### src/rtl/tone_sweep_ctrl.sv
// ---------------------------------------------------------------------------
// tone_sweep_ctrl
//
// Sequencer for the test-tone generator. It steps the frequency select sent to
// frequency_wave_sel through 00 -> 01 -> 10. Each tone is held for a programmed
// number of complete waveform periods. The block also owns the wave-table phase
// accumulator, so tone changes and stops only happen at a phase wrap. That keeps
// the generated waveform continuous.
//
// Ports
//   i_clk          system clock
//   i_rst          synchronous active-high reset
//   i_sample_tick  one-cycle strobe at the audio sample rate
//   i_start        start pulse, honoured only while idle
//   i_stop         stop request, honoured at the next phase wrap
//   i_loop         repeat the sweep forever (latched on start)
//   i_dwell        periods per tone (latched on start, 0 behaves as 1)
//   i_phase_step   phase increment for the current o_freq_sel
//   o_freq_sel     frequency select to frequency_wave_sel
//   o_phase        wave-table address
//   o_phase_valid  one-cycle pulse when o_phase was updated
//   o_busy         high while a sweep is running or waiting to stop
//   o_done         one-cycle pulse when the sweep ends
// ---------------------------------------------------------------------------
module tone_sweep_ctrl #(
  parameter int DWELL_W = 16,
  parameter int PHASE_W = 10
) (
  input  logic               i_clk,
  input  logic               i_rst,
  input  logic               i_sample_tick,
  input  logic               i_start,
  input  logic               i_stop,
  input  logic               i_loop,
  input  logic [DWELL_W-1:0] i_dwell,
  input  logic [PHASE_W-1:0] i_phase_step,
  output logic [1:0]         o_freq_sel,
  output logic [PHASE_W-1:0] o_phase,
  output logic               o_phase_valid,
  output logic               o_busy,
  output logic               o_done
);

  typedef enum logic [1:0] {
    ST_IDLE,
    ST_RUN,
    ST_STOP_WAIT
  } state_t;

  state_t             state_q, state_d;
  logic [1:0]         freqSel_q, freqSel_d;
  logic [PHASE_W-1:0] phase_q, phase_d;
  logic               phaseValid_q, phaseValid_d;
  logic               busy_q, busy_d;
  logic               done_q, done_d;
  logic [DWELL_W-1:0] periodCnt_q, periodCnt_d;
  logic [DWELL_W-1:0] dwell_q, dwell_d;
  logic               loop_q, loop_d;

  logic [PHASE_W-1:0] stepEff;
  logic [PHASE_W:0]   phaseSum;
  logic               wrap;
  logic [DWELL_W:0]   periodNext;
  logic               lastPeriod;
  logic               finishSweep;

  // Datapath helpers. A zero step would freeze the accumulator, so it is
  // forced to 1. The carry out of the phase adder marks the end of a period.
  always_comb begin
    stepEff    = (i_phase_step == '0) ? {{(PHASE_W-1){1'b0}}, 1'b1} : i_phase_step;
    phaseSum   = {1'b0, phase_q} + {1'b0, stepEff};
    wrap       = phaseSum[PHASE_W];
    periodNext = {1'b0, periodCnt_q} + {{DWELL_W{1'b0}}, 1'b1};
    lastPeriod = (periodNext >= {1'b0, dwell_q});
  end

  // Next-state logic. Everything holds by default, and the two pulse outputs
  // default low. finishSweep collects every way a sweep can end, so the
  // return to idle is described in one place at the bottom.
  always_comb begin
    state_d      = state_q;
    freqSel_d    = freqSel_q;
    phase_d      = phase_q;
    phaseValid_d = 1'b0;
    busy_d       = busy_q;
    done_d       = 1'b0;
    periodCnt_d  = periodCnt_q;
    dwell_d      = dwell_q;
    loop_d       = loop_q;
    finishSweep  = 1'b0;

    case (state_q)
      ST_IDLE: begin
        phase_d = '0;
        if (i_start) begin
          dwell_d     = (i_dwell == '0) ? {{(DWELL_W-1){1'b0}}, 1'b1} : i_dwell;
          loop_d      = i_loop;
          freqSel_d   = 2'b00;
          periodCnt_d = '0;
          busy_d      = 1'b1;
          state_d     = ST_RUN;
        end
      end

      ST_RUN: begin
        if (i_sample_tick) begin
          phase_d      = phaseSum[PHASE_W-1:0];
          phaseValid_d = 1'b1;
        end
        // A stop that lands on a wrap tick ends the sweep right there. It does
        // not spend a cycle in STOP_WAIT.
        if (i_sample_tick && wrap) begin
          if (i_stop) begin
            finishSweep = 1'b1;
          end else if (!lastPeriod) begin
            periodCnt_d = periodNext[DWELL_W-1:0];
          end else begin
            periodCnt_d = '0;
            case (freqSel_q)
              2'b00:   freqSel_d = 2'b01;
              2'b01:   freqSel_d = 2'b10;
              default: begin
                if (loop_q) freqSel_d = 2'b00;
                else        finishSweep = 1'b1;
              end
            endcase
          end
        end else if (i_stop) begin
          state_d = ST_STOP_WAIT;
        end
      end

      ST_STOP_WAIT: begin
        if (i_sample_tick) begin
          phase_d      = phaseSum[PHASE_W-1:0];
          phaseValid_d = 1'b1;
          if (wrap) finishSweep = 1'b1;
        end
      end

      default: state_d = ST_IDLE;
    endcase

    if (finishSweep) begin
      state_d     = ST_IDLE;
      freqSel_d   = 2'b00;
      phase_d     = '0;
      periodCnt_d = '0;
      busy_d      = 1'b0;
      done_d      = 1'b1;
    end
  end

  // State and output registers. Reset is synchronous and aborts a running
  // sweep without raising o_done.
  always_ff @(posedge i_clk) begin
    if (i_rst) begin
      state_q      <= ST_IDLE;
      freqSel_q    <= 2'b00;
      phase_q      <= '0;
      phaseValid_q <= 1'b0;
      busy_q       <= 1'b0;
      done_q       <= 1'b0;
      periodCnt_q  <= '0;
      dwell_q      <= {{(DWELL_W-1){1'b0}}, 1'b1};
      loop_q       <= 1'b0;
    end else begin
      state_q      <= state_d;
      freqSel_q    <= freqSel_d;
      phase_q      <= phase_d;
      phaseValid_q <= phaseValid_d;
      busy_q       <= busy_d;
      done_q       <= done_d;
      periodCnt_q  <= periodCnt_d;
      dwell_q      <= dwell_d;
      loop_q       <= loop_d;
    end
  end

  assign o_freq_sel    = freqSel_q;
  assign o_phase       = phase_q;
  assign o_phase_valid = phaseValid_q;
  assign o_busy        = busy_q;
  assign o_done        = done_q;

endmodule

### config.mk
export PLATFORM = sky130hd
export DESIGN_NAME = tone_sweep_ctrl
export DESIGN_NICKNAME = d
export VERILOG_FILES = /design/src/rtl/tone_sweep_ctrl.sv
export SDC_FILE = /design/constraint.sdc
export NUM_CORES = 1
export LEC_CHECK = 0
export BUFFER_PORTS_ARGS = -buffer_cell sky130_fd_sc_hd__buf_2
export CAP_MARGIN = 10
export CORE_MARGIN = 3
export CORE_UTILIZATION = 51
export DETAILED_ROUTE_END_ITERATION = 6
export PLACE_DENSITY_LB_ADDON = 0.3
export SLEW_MARGIN = 15
export SYNTH_ARGS = -nofsm -noshare
export SYNTH_HDL_FRONTEND = slang
export SYNTH_SLANG_ARGS = --single-unit
### constraint.sdc
create_clock -name i_clk -period 3.8 [get_ports i_clk]
set_input_delay 0.76 -clock i_clk [delete_from_list [all_inputs] [get_ports i_clk]]
set_output_delay 0.76 -clock i_clk [all_outputs]
set_load 0.02 [all_outputs]
==> results.yml <==
cells_and_area:
  drive_above_1_share: 0.1796
  finalNetCount: 513
  area_growth_pct: 14.13
  num_antenna_cells: 0
  nFillCells: 559
  stdcell_count: 526
min_path:
  hp-class: "flip-flop to flip-flop"
critical_path:
  critical-path-max-stage-delay_ns: 0.41
  cp_max_fo: 14
  critPathLaunchType: "flip-flop"
  cp_slowest_cell: "dfxtp_2"
  cp.arrival_ns: 3.78
  critPathKind: "flip-flop to flip-flop"
  crit_chain: "and3_1 -> nand3_1 -> nor2_1 -> nand3_1 -> xnor2_1 -> ha_1 -> and3_1 -> a221o_1 -> a2111oi_4 -> o31ai_4 -> nand4_1 -> a21oi_4 -> buf_12 -> a311oi_1"
  crit_required_ns: 4.02
  path_buf_inv: 1
  cp_top_family: "compound AO/OA/AOI/OAI gates"
  ff2ff_setup_slack_ns: 0.24
  cp-end-kind: "flip-flop"
sta:
  worstMarginPinSlew_ns: 0.9433
  post-route-period-util: 0.9374
  rsz0062_at_grt: "yes"
  maxSlewHeadroom: 0.3711
  final_max_slew_viol_count: 0
  skew_ns: 0.006018
  whs_ns: 0.4595
  fmax_ghz: 0.2807
  setup_viol: 0
  period_needed_ns: 3.562
  hold_viol: 0
die:
  die_area_um2: 7365
  core_um2: 6061
  io_pins: 47
  die_y_um: 85.82
  initial_core_util: 0.5361
  rows: 28
  die_w_um: 85.82
synth:
  synth_xor_area_frac: 0.04852
  synth_fa_ha_area_frac: 0.1217
  ys_ff_latch: 50
  yosysWarnings: 0
  synth.distinct_cells: 52
  synth-edff-count: 0
  synth_area_per_cell_um2: 7.755
  muxShareOfSynthArea: 0
  syn-num-nets: 482
  syn_inst: 419
  synth-simple-area-share: 0.2449
  synth.yosys.seq_area_share: 0.3080
  synth_compound_area_frac: 0.2056
  ys_async_sr_fraction: 0
  synth_top_flop_cell: "dfxtp_1"
  synth_top_family_by_area: "simple AND/OR/NAND/NOR gates"
  synth_area_um2: 3249
routing:
  drtIter0Drc: 206
  wl_mm: 7.586
  post-route-drc-count: 0
  via_per_inst: 5.871
  ant_nets: 0
  detail_route.wl_per_cell_um: 14.42
  drt_first_pass_iters: 5
  vias: 3088
place:
  placed_cells: 518
  placement.io_buffers: 46
  post-dp-hpwl_mm: 5.579
  gp_congestion: 0.8744
clock_tree:
  cts_hold_buf: 0
  clk_pin_slew_worst_paths_ns: 0.10
  cts_root_buffer: "clkbuf_8"
  clk_latency_ns: 0.31
  cts_tree: "built"
  ctsResizeCount: 0
  htreeDepth: 2
  clockBufferDepth: 2
  numCtsBuffers: 5
  clock_sinks: 50
  postCtsSetupBuffers: 0
global_route:
  grt_pass1_wl_mm: 12.57
  grt_start_max_net_pins: 50
  antenna_found_initial: 0
  grt_usage: 0.2083
  grt_pass1_vias: 2754
  gr-total-overflow: 0
pwr:
  max-vdd-ir-drop_mv: 0.2889
  p_per_area_nw_per_um2: 513.9
  p_leak_nw: 1.478
  p_total_mw: 1.906
outcome:
  outcome: "finished clean"
run:
  drv_cap: 0
==> cell type report <==
cell class              instances  area, um^2  area share
clock buffers                   5       68.82     0.01856
clock inverters                 3       43.79     0.01181
inverters                      26       97.59     0.02632
multi-input cells             312        2076      0.5597
flip-flops and latches         50        1006      0.2713
well taps                      75       93.84     0.02530
repair buffers                 55       322.8     0.08704
==> power breakdown <==
group	total (mW)	leakage [nW]	internal (mW)	switching, mW
Clock	0.387	0.0585	0.198	0.189
Combinational	0.858	1.01	0.303	0.555
Sequential	0.662	0.409	0.606	0.0557
Total	1.91	1.48	1.11	0.800
==> state kept, by name (all words and copies together), names as in the netlist <==
signal	cells
dwell_q	16
loop_q	1
o_busy	1
o_done	1
o_freq_sel	2
o_phase	10
o_phase_valid	1
periodCnt_q	16
state_q	2
==> Yosys cell counts (5+ instances only) <==
cell type | instances | share of area
xnor2_1 | 12 | 0.032
o21ai_0 | 12 | 0.018
nand4_1 | 9 | 0.017
a22oi_1 | 9 | 0.021
xor2_1 | 6 | 0.016
a211oi_1 | 19 | 0.044
inv_1 | 26 | 0.030
nor2_1 | 24 | 0.028
nand2_1 | 59 | 0.068
ha_1 | 30 | 0.12
a21oi_1 | 28 | 0.043
nor4_1 | 5 | 0.0096
nand3_1 | 28 | 0.043
dfxtp_1 | 50 | 0.31
buf_2 | 7 | 0.011
nor3_1 | 17 | 0.026
clkbuf_1 | 21 | 0.024
==> final timing paths <==
check            startpoint             end  cells after the start
max          periodCnt_q[0]  periodCnt_q[3]                     14
min             dwell_q[12]     dwell_q[12]                      2
max reg2reg  periodCnt_q[0]  periodCnt_q[3]                     14
min reg2reg     dwell_q[12]     dwell_q[12]                      2
==> stage by stage <==
stage,setup TNS (ns),util,instance area [um^2],worst slack (ns)
3_3_place_gp,0,0.5834,3536,0.2832
5_1_grt,-0.1057,0.6119,3709,-0.03665
4_1_cts,0,0.6020,3649,0.08712
3_5_place_dp,0,0.5834,3536,0.1192
2_1_floorplan,0,-,3249,0.4545
6_report,0,0.6119,3709,0.2379
==> worst register-to-register path: cells and delay by family (launching register included) <==
| kind | cells | cell delay [ns] |
|---|---|---|
| AO/OA/AOI/OAI | 5 | 1.24 |
| buffers and inverters | 1 | 0.19 |
| flip-flops | 1 | 0.41 |
| adder cells (fa/ha/maj) | 1 | 0.30 |
| XOR/XNOR | 1 | 0.27 |
| AND/OR/NAND/NOR | 6 | 1.04 |
==> per-layer routing <==
layer | vias up | routed length (um) | track usage
met3 | 4 | 402 | 0.03266
li1 | 1556 | - | -
met5 | - | 0 | 0
met2 | 93 | 3429 | 0.3326
met1 | 1435 | 3714 | 0.2992
met4 | 0 | 39 | 0.04029
==> cells in the final DEF, fill, tap and decap left out, drive strengths merged, types with 2 or more instances in the layout <==
| cell type | count |
|---|---|
| a22oi | 9 |
| inv | 27 |
| nand3 | 29 |
| nor2 | 24 |
| a21o | 4 |
| clkbuf | 5 |
| and3 | 4 |
| ha | 30 |
| nand2b | 2 |
| o21ai | 12 |
| nor4 | 6 |
| or3 | 2 |
| nor3 | 17 |
| and2 | 3 |
| a21oi | 29 |
| buf | 55 |
| xnor2 | 12 |
| nor2b | 4 |
| o211ai | 2 |
| a41oi | 2 |
| dfxtp | 50 |
| a31oi | 2 |
| a311oi | 5 |
| or4 | 2 |
| nand2 | 59 |
| a2111oi | 2 |
| o31ai | 2 |
| a211oi | 20 |
| o21bai | 2 |
| nand4 | 9 |
| xor2 | 6 |
==> cells by family (layout without fill, tap and decap cells) <==
logic type	after synthesis	after routing
AND/OR/NAND/NOR	166	166
AO/OA/AOI/OAI	97	97
buffers and inverters	57	89
flip-flops	50	50
adder cells (fa/ha/maj)	31	31
XOR/XNOR	18	18
(Power assumes the default switching activity.)
